File: config.mk
export PLATFORM = sky130hd
export DESIGN_NAME = lsu
export DESIGN_NICKNAME = d
export VERILOG_FILES = /design/src/rtl/lsu_pkg.sv /design/src/rtl/lsu_align.sv /design/src/rtl/lsu.sv
export SDC_FILE = /design/constraint.sdc
export NUM_CORES = 1
export LEC_CHECK = 0
export CORE_AREA = 2 2 169 171
export CTS_CLUSTER_SIZE = 28
export DETAILED_ROUTE_END_ITERATION = 10
export DIE_AREA = 0 0 171 173
export PLACE_DENSITY = 0.84
export SETUP_SLACK_MARGIN = 0.05
export SLEW_MARGIN = 20
export SYNTH_ARGS = -nofsm -noshare
export SYNTH_HDL_FRONTEND = slang
export SYNTH_SLANG_ARGS = --single-unit
File: constraint.sdc
create_clock -name i_clk -period 9.15 [get_ports i_clk]
set_input_delay 2.2875 -clock i_clk [delete_from_list [all_inputs] [get_ports i_clk]]
set_output_delay 2.2875 -clock i_clk [all_outputs]
set_load 0.02 [all_outputs]
File: src/rtl/lsu_pkg.sv
// lsu_pkg: shared definitions for the load/store unit.
//   - datapath / opcode widths
//   - opcode encodings (NOP, loads, stores)
//   - FSM state encoding
//   - opcode decode helpers (access size, load/store class, misalignment)
package lsu_pkg;

    localparam int unsigned CpuWidth    = 64;
    localparam int unsigned LsuOptWidth = 4;

    localparam logic [3:0] OptNop = 4'd0;
    localparam logic [3:0] OptLb  = 4'd1;
    localparam logic [3:0] OptLh  = 4'd2;
    localparam logic [3:0] OptLw  = 4'd3;
    localparam logic [3:0] OptLd  = 4'd4;
    localparam logic [3:0] OptLbu = 4'd5;
    localparam logic [3:0] OptLhu = 4'd6;
    localparam logic [3:0] OptLwu = 4'd7;
    localparam logic [3:0] OptSb  = 4'd8;
    localparam logic [3:0] OptSh  = 4'd9;
    localparam logic [3:0] OptSw  = 4'd10;
    localparam logic [3:0] OptSd  = 4'd11;

    typedef enum logic [1:0] {
        StIdle = 2'd0,
        StReq  = 2'd1,
        StWait = 2'd2,
        StOut  = 2'd3
    } lsu_state_e;

    // Access size in bytes; 0 for anything that is not a memory op.
    function automatic logic [3:0] opt_size(logic [3:0] opt);
        case (opt)
            OptLb, OptLbu, OptSb: return 4'd1;
            OptLh, OptLhu, OptSh: return 4'd2;
            OptLw, OptLwu, OptSw: return 4'd4;
            OptLd, OptSd:         return 4'd8;
            default:              return 4'd0;
        endcase
    endfunction

    function automatic logic is_load(logic [3:0] opt);
        return (opt >= OptLb) && (opt <= OptLwu);
    endfunction

    function automatic logic is_store(logic [3:0] opt);
        return (opt >= OptSb) && (opt <= OptSd);
    endfunction

    // True when the access would spill past the 8-byte bus word.
    function automatic logic misaligned(logic [3:0] opt, logic [2:0] lo);
        logic [4:0] end_byte;
        end_byte = {2'b00, lo} + {1'b0, opt_size(opt)};
        return end_byte > 5'd8;
    endfunction

endpackage

File: src/rtl/lsu_align.sv
// lsu_align: combinational lane steering for the load/store unit.
//   opt_i      opcode
//   addr_lo_i  byte offset inside the 8-byte bus word
//   rs2_i      store data (unshifted)
//   rdata_i    raw bus read data
//   wdata_o    store data shifted onto its byte lanes (0 for non-stores)
//   wmask_o    store byte-lane mask (0 for non-stores)
//   load_res_o extracted and sign/zero-extended load value
module lsu_align
    import lsu_pkg::*;
#(
    parameter int unsigned Width = CpuWidth
) (
    input  logic [LsuOptWidth-1:0] opt_i,
    input  logic [2:0]             addr_lo_i,
    input  logic [Width-1:0]       rs2_i,
    input  logic [Width-1:0]       rdata_i,
    output logic [Width-1:0]       wdata_o,
    output logic [7:0]             wmask_o,
    output logic [Width-1:0]       load_res_o
);

    logic [5:0]       shamt;
    logic [7:0]       lanes;
    logic [Width-1:0] shifted;

    assign shamt   = {addr_lo_i, 3'b000};
    assign shifted = rdata_i >> shamt;

    always_comb begin
        lanes = 8'h00;
        case (opt_size(opt_i))
            4'd1:    lanes = 8'h01;
            4'd2:    lanes = 8'h03;
            4'd4:    lanes = 8'h0f;
            4'd8:    lanes = 8'hff;
            default: lanes = 8'h00;
        endcase
    end

    assign wmask_o = is_store(opt_i) ? (lanes << addr_lo_i) : 8'h00;
    assign wdata_o = is_store(opt_i) ? (rs2_i << shamt) : '0;

    always_comb begin
        load_res_o = shifted;
        case (opt_i)
            OptLb:   load_res_o = {{(Width-8){shifted[7]}}, shifted[7:0]};
            OptLh:   load_res_o = {{(Width-16){shifted[15]}}, shifted[15:0]};
            OptLw:   load_res_o = {{(Width-32){shifted[31]}}, shifted[31:0]};
            OptLbu:  load_res_o = {{(Width-8){1'b0}}, shifted[7:0]};
            OptLhu:  load_res_o = {{(Width-16){1'b0}}, shifted[15:0]};
            OptLwu:  load_res_o = {{(Width-32){1'b0}}, shifted[31:0]};
            default: load_res_o = shifted;
        endcase
    end

endmodule

File: src/rtl/lsu.sv
// lsu: multi-cycle load/store unit between exu and wbu.
//   i_pre_valid/o_pre_ready    upstream handshake; accepts only in IDLE
//   i_exu_res, i_rs2, i_lsu_opt address/result, store data, opcode
//   i_rd_idx, i_rd_wen         sideband, registered through to o_rd_idx/o_rd_wen
//   o_post_valid/i_post_ready  downstream handshake with o_lsu_res, o_misalign
//   o_mem_*/i_mem_*            single-beat 64-bit memory request/response
// One memory transaction per instruction; misaligned accesses and NOPs skip memory.
module lsu
    import lsu_pkg::*;
#(
    parameter int unsigned CPU_WIDTH     = CpuWidth,
    parameter int unsigned LSU_OPT_WIDTH = LsuOptWidth
) (
    input  logic                     i_clk,
    input  logic                     i_rst,
    input  logic                     i_pre_valid,
    output logic                     o_pre_ready,
    input  logic [CPU_WIDTH-1:0]     i_exu_res,
    input  logic [CPU_WIDTH-1:0]     i_rs2,
    input  logic [LSU_OPT_WIDTH-1:0] i_lsu_opt,
    input  logic [4:0]               i_rd_idx,
    input  logic                     i_rd_wen,
    output logic                     o_post_valid,
    input  logic                     i_post_ready,
    output logic [CPU_WIDTH-1:0]     o_lsu_res,
    output logic [4:0]               o_rd_idx,
    output logic                     o_rd_wen,
    output logic                     o_misalign,
    output logic                     o_mem_req_valid,
    input  logic                     i_mem_req_ready,
    output logic [CPU_WIDTH-1:0]     o_mem_addr,
    output logic                     o_mem_wen,
    output logic [CPU_WIDTH-1:0]     o_mem_wdata,
    output logic [7:0]               o_mem_wmask,
    input  logic                     i_mem_rsp_valid,
    input  logic [CPU_WIDTH-1:0]     i_mem_rdata
);

    lsu_state_e               state_q, state_d;
    logic [LSU_OPT_WIDTH-1:0] opt_q, opt_d;
    logic [CPU_WIDTH-1:0]     addr_q, addr_d;
    logic [CPU_WIDTH-1:0]     rs2_q, rs2_d;
    logic [CPU_WIDTH-1:0]     res_q, res_d;
    logic [4:0]               rd_idx_q, rd_idx_d;
    logic                     rd_wen_q, rd_wen_d;
    logic                     mis_q, mis_d;

    logic [CPU_WIDTH-1:0]     wdata;
    logic [7:0]               wmask;
    logic [CPU_WIDTH-1:0]     load_res;
    logic                     in_req;

    // Steering works off the latched opcode/address so request fields stay
    // stable while the memory side stalls.
    lsu_align #(
        .Width (CPU_WIDTH)
    ) u_align (
        .opt_i      (opt_q),
        .addr_lo_i  (addr_q[2:0]),
        .rs2_i      (rs2_q),
        .rdata_i    (i_mem_rdata),
        .wdata_o    (wdata),
        .wmask_o    (wmask),
        .load_res_o (load_res)
    );

    always_comb begin
        state_d  = state_q;
        opt_d    = opt_q;
        addr_d   = addr_q;
        rs2_d    = rs2_q;
        res_d    = res_q;
        rd_idx_d = rd_idx_q;
        rd_wen_d = rd_wen_q;
        mis_d    = mis_q;
        unique case (state_q)
            StIdle: begin
                if (i_pre_valid) begin
                    opt_d    = i_lsu_opt;
                    addr_d   = i_exu_res;
                    rs2_d    = i_rs2;
                    rd_idx_d = i_rd_idx;
                    rd_wen_d = i_rd_wen;
                    res_d    = '0;
                    mis_d    = 1'b0;
                    // Unknown opcodes are handled like NOP.
                    if (!is_load(i_lsu_opt) && !is_store(i_lsu_opt)) begin
                        state_d = StOut;
                        res_d   = i_exu_res;
                    end else if (misaligned(i_lsu_opt, i_exu_res[2:0])) begin
                        state_d = StOut;
                        mis_d   = 1'b1;
                    end else begin
                        state_d = StReq;
                    end
                end
            end
            StReq: begin
                if (i_mem_req_ready) begin
                    state_d = StWait;
                end
            end
            StWait: begin
                if (i_mem_rsp_valid) begin
                    state_d = StOut;
                    res_d   = is_load(opt_q) ? load_res : '0;
                end
            end
            StOut: begin
                if (i_post_ready) begin
                    state_d = StIdle;
                end
            end
            default: state_d = StIdle;
        endcase
    end

    always_ff @(posedge i_clk or posedge i_rst) begin
        if (i_rst) begin
            state_q  <= StIdle;
            opt_q    <= '0;
            addr_q   <= '0;
            rs2_q    <= '0;
            res_q    <= '0;
            rd_idx_q <= '0;
            rd_wen_q <= 1'b0;
            mis_q    <= 1'b0;
        end else begin
            state_q  <= state_d;
            opt_q    <= opt_d;
            addr_q   <= addr_d;
            rs2_q    <= rs2_d;
            res_q    <= res_d;
            rd_idx_q <= rd_idx_d;
            rd_wen_q <= rd_wen_d;
            mis_q    <= mis_d;
        end
    end

    assign in_req = (state_q == StReq);

    assign o_pre_ready     = (state_q == StIdle);
    assign o_post_valid    = (state_q == StOut);
    assign o_lsu_res       = res_q;
    assign o_rd_idx        = rd_idx_q;
    assign o_rd_wen        = rd_wen_q;
    assign o_misalign      = mis_q;
    assign o_mem_req_valid = in_req;
    assign o_mem_addr      = in_req ? {addr_q[CPU_WIDTH-1:3], 3'b000} : '0;
    assign o_mem_wen       = in_req & is_store(opt_q);
    assign o_mem_wdata     = in_req ? wdata : '0;
    assign o_mem_wmask     = in_req ? wmask : 8'h00;

endmodule

==> summary.md, run 1 <==
| Metric | Value |
|---|---|
| CTS clk-pin slew, worst paths | `around 0.060 ns` |
| Die footprint | `29580 sq um` |
| Vias/cell | `5.886` |
| Crit Path Max Fanout | `28` |
| Die Span Y | `173 microns` |
| Syn Inst Count | `1303` |
| Rows | `61` |
| Placed Cells | `2003` |
| Post-CTS sizing | `0` |
| Post-synth ARST share | `100.0%` |
| CTS root buf | `clkbuf_16` |
| CP startpoint | `opt_q[3]` |
| Non-filler cells, final | `2050` |
| Area Growth Syn to Fin | `39.03%` |
| Clock sink count | `between 200 and 250` |
| Vias in the first global route | `12.12k` |
| Setup violators final | `0` |
| CP Data Required Time | `6.86 ns` |
| CP Class | `reg -> out` |
| Final net count | `1867` |
| Slew margin rel. | `25.00%` |
| Max-cap violations | `0` |
| Most common cell after layout, fill and taps aside | `clkdlybuf4s50_1` |
| Global-route usage over all layers | `around 33%` |
| Peak supply drop | `0.0002025 V` |
| Layout Utilization | `65.14%` |
| Register area share after synthesis | `39.63%` |
| First-pass GRT wire length | `74450 microns` |
| Largest net degree at the start of global routing | `86` |
| Reg2reg path depth | `6` |
| Worst r2r src | `addr_q[1]` |
| P_int | `3576 uW` |
| Unrepaired setup endpoints after global routing | `false` |
| Post-synthesis average cell area | `9.935 sq um` |
| Worst hold path type | `reg -> reg` |
| Power density over the cells | `357.6 nW/um^2` |
| 1st-iter DRT viols | `between 1k and 1.5k` |
| Hold path cells | `2` |
| Detail Route Antenna Nets | `0` |
| CTS H-tree lvls | `1` |
| Worst Path Arrival | `approximately 4.2 ns` |
| Dpl hpwl | `36870 microns` |
| Yosys Warn Count | `0` |
| Overall routed net length | `50320 microns` |
| Max-slew violations | `0` |
| Fmax achieved | `154.1 MHz` |
| Switching power share of the total | `between 40% and 50%` |
| Mapped cell area | `12940 sq um` |
| Initial core utilization | `46.85%` |
| Final worst clock skew | `0.007428 ns` |
| Post-route setup TNS | `0 ns` |
| Ports | `419` |
| DRC errors left | `0` |
| Synth Register Bits | `205` |
| Status | `completed` |
| Drt wl/cell | `24.55 microns` |
| Total number of vias | `around 12k` |
| Tightest Pin Transition | `between 1 and 1.5 ns` |
| Die W | `171 microns` |
| Hold WS | `~0.49 ns` |
| Routability cong. | `0.9363` |
| Critical Path End Type | `primary output` |
| Hold EP | `o_lsu_res[0]` |
| Clock latency at the later pin of the worst-skew pair | `0.52 ns` |
| Antenna violations before repair | `7` |
| Hold_buf cts | `0` |
| Num CTS Buffers | `24` |
| CTS tree | `built` |
| Post-synth EDFFs | `0` |
| R2R Path End | `o_lsu_res[29]` |
| Leak pwr | `about 0.0073 uW` |
| Worst hold start | `o_lsu_res[0]` |
| Most common flop cell mapped by yosys | `dfrtp_1` |
| Core Area | `between 20000 and 30000 sq um` |
| DR pass1 iterations | `5` |
| Seq pwr share | `between 20 and 30%` |
| Switching power | `2861 uW` |
| Period utilisation layout | `70.91%` |
| Setup crit start kind | `flop` |
| Clock share of power | `between 10% and 20%` |
| Number of port buffers | `415` |
| Synth cell types | `63` |
| FF-to-FF setup slack | `5.62 ns` |
| Post-CTS Setup Inserts | `0` |
| Max clock buf depth | `3` |
| Hold Vio Cnt, Final | `0` |
| Commonest cells after routing, fill and taps aside | `clkdlybuf4s50_1, dfrtp_1, mux2_2` |
| Minimum clock period | `6.488 ns` |
| GRT overflow | `0` |
| Share of cells above drive strength 1 | `16.74%` |
| Gate power share | `between 50% and 60%` |
-- through the flow --
stage	total power (uW)	area (sq um)	worst slack, ns
after floorplan	4152	12950	1.267
after global placement	5373	17200	3.287
after detailed placement	5440	17210	3.220
after CTS	6424	17980	2.640
after global routing	6770	17990	2.449
final	6436	18000	2.662
-- cell usage after synthesis, types with 7 or more instances --
cell type | count | area (sq um)
mux4_2 | 16 | 360.4
nor2_1 | 98 | 367.9
ha_1 | 7 | 87.58
buf_2 | 27 | 135.1
nor3_1 | 11 | 55.05
a21oi_1 | 107 | 535.5
nor2b_1 | 40 | 250.2
o21ai_2 | 14 | 122.6
and3_1 | 25 | 156.4
o21ai_0 | 56 | 280.3
inv_1 | 10 | 37.54
buf_4 | 13 | 97.59
a211oi_1 | 24 | 180.2
nand2_1 | 91 | 341.6
mux2_2 | 175 | 1971
a22oi_1 | 21 | 157.7
o211ai_1 | 24 | 180.2
clkbuf_1 | 61 | 229.0
mux2i_1 | 96 | 960.9
o22ai_1 | 21 | 131.4
a31oi_1 | 12 | 75.07
a2bb2oi_1 | 7 | 61.31
and2_1 | 74 | 462.9
dfrtp_1 | 205 | 5130
-- layer usage --
metal  wire [microns]  global-route usage (%)  vias to the layer above  share of wire [%]
met3             4868                   9.087                      125                9.7
li1                 -                       -                     5413                  -
met4             2134                   12.54                        2                4.2
met2            24470                   56.55                      645                 49
met1            18840                   38.99                     5881                 37
met5               13                       0                        -              0.026
-- cell type report --
type	count	area, sq um
Clock buffer	30	654.4
Fill cell	2233	9632
Timing Repair Buffer	431	4274
Sequential cell	205	5139
Multi-Input combinational cell	977	7267
Inverter	12	52.55
Clock inverter	12	125.1
Antenna cell	5	12.51
Tap cell	378	473.0
-- worst max-delay path, cell delays in order (launching register included) --
cell,delay (ns)
dfrtp_1,0.61
nor2b_1,0.25
nand2_1,0.08
buf_4,0.24
inv_1,0.16
nand2_1,0.67
nor2_1,0.84
and2_1,0.23
clkdlybuf4s50_1,0.60
-- power by group through the flow --
stage / clock (uW) / sequential [uW] / combinational [uW]
final: 963 / 1790 / 3690
after global routing: 1010 / 1840 / 3920
after CTS: 973 / 1780 / 3670
after detailed placement: 0 / 1790 / 3650
after global placement: 0 / 1770 / 3600
after floorplan: 0 / 1670 / 2480
-- how the worst max path moves through the flow --
stage               depth (start not counted)             end
finish                                      8  o_mem_wdata[1]
global route                                8  o_mem_wdata[4]
CTS                                         8  o_mem_wdata[0]
detailed placement                          8  o_mem_wdata[7]
global placement                            8  o_mem_wdata[1]
floorplan                                   1       addr_q[0]
-- kinds of logic (layout without fill, tap and decap cells) --
| group | after synthesis | in the layout | synth area share, % |
|---|---|---|---|
| other cells | 1 | 8 | 0.02897 |
| flops | 205 | 205 | 39.63 |
| xor+xnor | 2 | 2 | 0.1353 |
| simple gates | 366 | 366 | 14.15 |
| compound gates | 311 | 311 | 15.23 |
| mux | 287 | 287 | 25.43 |
| fa+ha+maj | 8 | 8 | 0.8312 |
| buf+inv | 123 | 485 | 4.562 |
-- state kept, by name, indices dropped and copies added (netlist names) --
| signal | count |
|---|---|
| o_misalign | 1 |
| opt_q | 4 |
| o_rd_wen | 1 |
| addr_q | 64 |
| rs2_q | 64 |
| o_rd_idx | 5 |
| state_q | 2 |
| o_lsu_res | 64 |
(Power assumes the default switching activity.)
==> inputs of run 2 (changes only) <==
Clock period 9.15 ns to 6.5 ns, I/O delays scaled along.
==> summary.md, run 2 (same netlist as run 1, synthesis figures left out) <==
| Metric | Value |
|---|---|
| Reg2reg path depth | `7 (+1)` |
| Hold path cells | `2 (unchanged)` |
| Minimum clock period | `5.193 ns` |
| Area after DPL | `17260 sq um (+0.31%)` |
| Share of cells above drive strength 1 | `16.82% (+0.080 points)` |
| Clock latency at the later pin of the worst-skew pair | `0.51 ns (about the same)` |
| Worst hold start | `o_lsu_res[56]` |
| DR pass1 iterations | `5 (unchanged)` |
| Die footprint | `29580 sq um (unchanged)` |
| CTS H-tree lvls | `1 (unchanged)` |
| Hold EP | `o_lsu_res[56]` |
| R2R Path End | `o_lsu_res[43]` |
| Global-route usage over all layers | `32.89% (about the same)` |
| Number of port buffers | `415 (unchanged)` |
| Initial core utilization | `46.85% (unchanged)` |
| Commonest cells after routing, fill and taps aside | `clkdlybuf4s50_1, dfrtp_1, mux2_2` |
| Worst Path Arrival | `3.57 ns (-0.63 ns)` |
| First-pass GRT wire length | `74670 microns (+0.30%)` |
| Status | `completed` |
| Crit Path Max Fanout | `50 (+79%)` |
| Detail Route Antenna Nets | `0 (unchanged)` |
| Clock sink count | `205 (unchanged)` |
| Most common cell after layout, fill and taps aside | `clkdlybuf4s50_1` |
| Final instance area | `18070 sq um (+0.38%)` |
| Max-slew violations | `0 (unchanged)` |
| Total number of vias | `11.99k (-0.61%)` |
| Num CTS Buffers | `23 (-4.2%)` |
| Worst hold path type | `reg -> reg` |
| Overall routed net length | `49890 microns (-0.86%)` |
| CP Data Required Time | `4.88 ns (-1.98 ns)` |
| Final worst clock skew | `0.01414 ns (+0.006714 ns)` |
| Hold Vio Cnt, Final | `0 (unchanged)` |
| Ports | `419 (unchanged)` |
| Fmax achieved | `192.6 MHz` |
| Critical Path End Type | `primary output` |
| Post-CTS Setup Inserts | `0 (unchanged)` |
| Power density over the cells | `504.1 nW/um^2 (+41%)` |
| CTS tree | `built` |
| Peak supply drop | `0.0002745 V (+36%)` |
| Setup crit start kind | `flop` |
| Antenna violations before repair | `7 (unchanged)` |
| Unrepaired setup endpoints after global routing | `false` |
| CTS root buf | `clkbuf_16` |
| GRT overflow | `0 (unchanged)` |
| Setup violators final | `0 (unchanged)` |
| Multi-input logic area | `7269 sq um (about the same)` |
| Die Span Y | `173 microns (unchanged)` |
| Largest net degree at the start of global routing | `101 (+17%)` |
| Hold_buf cts | `0 (unchanged)` |
| Rows | `61 (unchanged)` |
| Vias/cell | `5.839 (-0.80%)` |
| 1st-iter DRT viols | `1087 (+1.8%)` |
| Tightest Pin Transition | `0.9766 ns (-0.1458 ns)` |
| Drt wl/cell | `24.29 microns (-1.1%)` |
| CP Class | `reg -> out` |
| Storage cell area | `5139 sq um (unchanged)` |
| Core Area | `27630 sq um (unchanged)` |
| Final net count | `1871 (+0.21%)` |
| Post-CTS sizing | `0 (unchanged)` |
| Area Growth Syn to Fin | `39.56%` |
| Routability cong. | `0.9786 (+4.5%)` |
| Die W | `171 microns (unchanged)` |
| Slew margin rel. | `34.90% (+9.9 points)` |
| Worst r2r src | `addr_q[1]` |
| FF-to-FF setup slack | `2.83 ns (-2.79 ns)` |
| Fill cells | `2193 (-1.8%)` |
| Max clock buf depth | `3 (unchanged)` |
| Leak pwr | `0.007357 uW (+0.42%)` |
| Period utilisation layout | `79.90%` |
| Max-cap violations | `0 (unchanged)` |
| CTS clk-pin slew, worst paths | `0.06 ns (about the same)` |
| Dpl hpwl | `36880 microns (about the same)` |
| DRC errors left | `0 (unchanged)` |
| Post-route setup TNS | `0 ns (unchanged)` |
| Vias in the first global route | `12.29k (+1.5%)` |
[run 2: changes by cell type in the layout (fill, tap and decap cells not counted), sizes merged]
| cell | before | now |
|---|---|---|
| inv | 12 | 10 |
| buf | 16 | 21 |
| clkinvlp | 3 | 2 |
| bufinv | 2 | 4 |
| clkbuf | 30 | 32 |
| clkinv | 7 | 5 |
[run 2: stage by stage]
step	hold WS, ns	worst slack [ns]	std cells	util (%)	power (uW)
5_1_grt	0.5054	1.153	2054	65.39	9596
4_1_cts	0.4890	1.311	2049	65.31	9092
2_1_floorplan	0.4706	2.217	1305	-	5845
6_report	0.4877	1.307	2054	65.39	9107
3_5_place_dp	0.4709	1.858	2008	62.46	7689
3_3_place_gp	0.4667	1.924	2008	62.46	7573
[run 2: worst max path at each step]
stage                    from        endpoint  cells past startpoint
detailed placement  addr_q[0]  o_mem_wmask[5]                      6
finish              addr_q[0]  o_mem_wmask[5]                      6
global placement     opt_q[3]  o_mem_wmask[4]                      8
CTS                 addr_q[0]  o_mem_wmask[5]                      6
global route        addr_q[0]  o_mem_wmask[5]                      6
floorplan               i_rst       addr_q[0]                      1
[run 2: worst max-delay path, cell delays in order (launching register included)]
cell and delay [ns]:
dfrtp_4 0.71, inv_2 0.74, a21oi_1 0.13, o21ai_0 0.53, nor2_1 0.11, o21a_1 0.23
clkdlybuf4s50_1 0.58
[run 2: layout make-up]
type	instances	share of cell area (%)
antenna	5	0.06926
clock buffer	32	3.539
clock inverter	9	0.8172
inverter	12	0.2701
multi-input combinational	977	40.24
sequential	205	28.44
tap	378	2.618
timing repair buffer	436	24.00
[run 2: where the power goes]
group | internal, uW | switching (uW) | total (uW)
clock network | 843 | 530 | 1370
registers | 1880 | 644 | 2520
logic | 2380 | 2830 | 5210
[run 2: routing by layer]
metal | track usage [%] | up-vias | part of all wire (%)
met5 | 0 | - | 0.026
met1 | 37.79 | 5876 | 36
met2 | 57.51 | 585 | 50
met3 | 8.423 | 136 | 9.0
li1 | - | 5394 | -
met4 | 14.16 | 2 | 4.6
==> inputs of run 3 (changes only) <==
Settings changed: CORE_AREA 2 2 169 171 to 2 2 177 179, DIE_AREA 0 0 171 173 to 0 0 179 181, PLACE_DENSITY 0.84 to 0.81.
Clock period 6.5 ns to 4.25 ns, I/O delays scaled along.
==> summary.md, run 3 (same netlist as run 1, synthesis figures left out) <==
| Metric | Value |
|---|---|
| Drt wl/cell | `24.90 microns (+2.5%)` |
| Die footprint | `32400 sq um (+9.5%)` |
| Hold Vio Cnt, Final | `0 (unchanged)` |
| Critical Path End Type | `primary output` |
| Fmax achieved | `248.7 MHz` |
| Die Span Y | `181 microns (+4.6%)` |
| Unrepaired setup endpoints after global routing | `false` |
| Seq pwr share | `26.0% (-1.7 points)` |
| Fill cells | `2528 (+15%)` |
| Initial core utilization | `42.65% (-4.2 points)` |
| GRT overflow | `0 (unchanged)` |
| Storage cell area | `5139 sq um (unchanged)` |
| Vias in the first global route | `12.57k (+2.2%)` |
| Area Growth Syn to Fin | `41.19%` |
| Family with the most delay on the worst path | `buffers and inverters` |
| Max-cap violations | `0 (unchanged)` |
| Max clock buf depth | `3 (unchanged)` |
| Layout Utilization | `60.22% (-5.2 points)` |
| CTS tree | `built` |
| Multi-input logic area | `7268 sq um (about the same)` |
| DP Worst Slack | `0.6538 ns (-1.205 ns)` |
| Cells along the critical path | `inv_1 > ha_2 > nand2_1 > inv_1 > nand2_1 > buf_4 > nor2_2 > and2_1 > clkdlybuf4s50_1` |
| DRC errors left | `0 (unchanged)` |
| Most common cell after layout, fill and taps aside | `clkdlybuf4s50_1` |
| Largest net degree at the start of global routing | `64 (-37%)` |
| Hold_buf cts | `0 (unchanged)` |
| Vias/cell | `5.829 (-0.17%)` |
| Detail Route Antenna Nets | `0 (unchanged)` |
| 1st-iter DRT viols | `1223 (+13%)` |
| CP Class | `reg -> out` |
| CTS root buf | `clkbuf_16` |
| Global-route usage over all layers | `31.39% (-1.5 points)` |
| Number of port buffers | `415 (unchanged)` |
| CTS clk-pin slew, worst paths | `0.06 ns (about the same)` |
| Share of cells above drive strength 1 | `18.21% (+1.4 points)` |
| Slew margin rel. | `26.92% (-8.0 points)` |
| Worst hold path type | `reg -> reg` |
| Slowest library cell on the worst path | `clkdlybuf4s50_1` |
| Post-route setup TNS | `0 ns (unchanged)` |
| Power density over the cells | `773.2 nW/um^2 (+53%)` |
| Worst Path Arrival | `2.96 ns (-0.61 ns)` |
| Total number of vias | `12.19k (+1.6%)` |
| Dpl hpwl | `38880 microns (+5.4%)` |
| Total power | `14130 uW (+55%)` |
| Core Area | `30350 sq um (+9.8%)` |
| Routability cong. | `1.024 (+4.6%)` |
| Max-slew violations | `0 (unchanged)` |
| Overall routed net length | `52070 microns (+4.4%)` |
| Setup violators final | `0 (unchanged)` |
| Antenna violations before repair | `5 (-2)` |
| FF-to-FF setup slack | `1.06 ns (-1.77 ns)` |
| Peak supply drop | `0.0004098 V (+49%)` |
| CTS H-tree lvls | `1 (unchanged)` |
| Crit Path Max Fanout | `14 (-72%)` |
| First-pass GRT wire length | `77210 microns (+3.4%)` |
| Switching power share of the total | `44.15% (+0.16 points)` |
| Status | `completed` |
| Rows | `64 (+4.9%)` |
| Leak pwr | `0.007479 uW (+1.7%)` |
| Final net count | `1892 (+1.1%)` |
| Period utilisation layout | `a little over nine tenths` |
| Die W | `179 microns (+4.7%)` |
| CP Data Required Time | `3.19 ns (-1.69 ns)` |
| P_int | `7891 uW (+55%)` |
| Setup crit start kind | `flop` |
| Tightest Pin Transition | `1.095 ns (+0.1184 ns)` |
| Num CTS Buffers | `24 (+4.3%)` |
| CP peak stage delay | `0.61 ns (-0.13 ns)` |
| Clock sink count | `205 (unchanged)` |
| Clock latency at the later pin of the worst-skew pair | `0.54 ns (+0.03 ns)` |
| Final worst clock skew | `0.03103 ns (+0.01689 ns)` |
| Gate power share | `58.9% (+1.7 points)` |
| Hold WS | `0.4860 ns (-0.001756 ns)` |
| Ports | `419 (unchanged)` |
| Commonest cells after routing, fill and taps aside | `clkdlybuf4s50_1, dfrtp_1, mux2_2` |
| Setup ws final | `0.2287 ns (-1.078 ns)` |
| DR pass1 iterations | `5 (unchanged)` |
| Minimum clock period | `4.021 ns` |
| WP buf/inv | `4 (+2)` |
| Clock share of power | `15.1% (about the same)` |
| Switching power | `6239 uW (+56%)` |
## run 3: cell count changes in the layout (fill, tap and decap cells not counted), sizes merged
| cell | delta |
|---|---|
| clkdlybuf4s50 | -2 |
| buf | +22 |
| diode | -1 |
| bufinv | -1 |
| clkbuf | -2 |
| clkinv | +3 |
## run 3: power groups by stage
stage / clock (uW) / sequential [uW] / combinational, uW
4_1_cts: 2170 / 3680 / 8270
2_1_floorplan: 0 / 3590 / 5350
3_3_place_gp: 0 / 3670 / 8090
5_1_grt: 2240 / 3770 / 8920
3_5_place_dp: 0 / 3710 / 8210
6_report: 2130 / 3670 / 8320
## run 3: what timing repair did
action | 4_1_cts | 5_1_grt
gates resized for setup | 0 | 2
setup buffers | 0 | 1
setup endpoints to repair | 0 | 11
## run 3: worst paths after layout
check / startpoint / end / cells past startpoint
worst max-delay path: state_q[1] / o_mem_wdata[5] / 9
min in group asynchronous: i_rst / addr_q[26] / 2
worst max register to register: addr_q[1] / o_lsu_res[54] / 8
worst min-delay path: o_lsu_res[2] / o_lsu_res[2] / 2
max in group asynchronous: i_rst / o_lsu_res[5] / 3
worst min register to register: o_lsu_res[2] / o_lsu_res[2] / 2
## run 3: area by class of cell
cell class | count | area share [%]
well taps | 396 | 2.711
clock buffers | 30 | 3.574
repair buffers | 456 | 24.68
diodes | 4 | 0.05477
inverters | 12 | 0.2670
multi-input cells | 977 | 39.77
clock inverters | 11 | 0.8284
flip-flops and latches | 205 | 28.12
## run 3: metal layers
metal | vias to the layer above | share of wire, % | track usage (%)
li1 | 5440 | - | -
met1 | 5975 | 36 | 35.32
met2 | 627 | 49 | 54.62
met3 | 144 | 10 | 9.596
met4 | 2 | 4.7 | 13.11
met5 | - | 0.025 | 0
## run 3: worst register-to-register path, stage by stage (launching register included)
cell and delay, ns:
dfrtp_4 0.59, buf_6 0.23, buf_4 0.46, nor2b_1 0.85, a31oi_1 0.18, o31ai_1 0.18
o31ai_4 0.08, buf_4 0.28, o21ai_0 0.25
## run 3: per-stage QoR
step                      cell area [sq um]  instances
final                                 18280       2091
after global routing                  18270       2090
after CTS                             18250       2086
after detailed placement              17440       2045
after global placement                17440       2045
after floorplan                       12960       1305
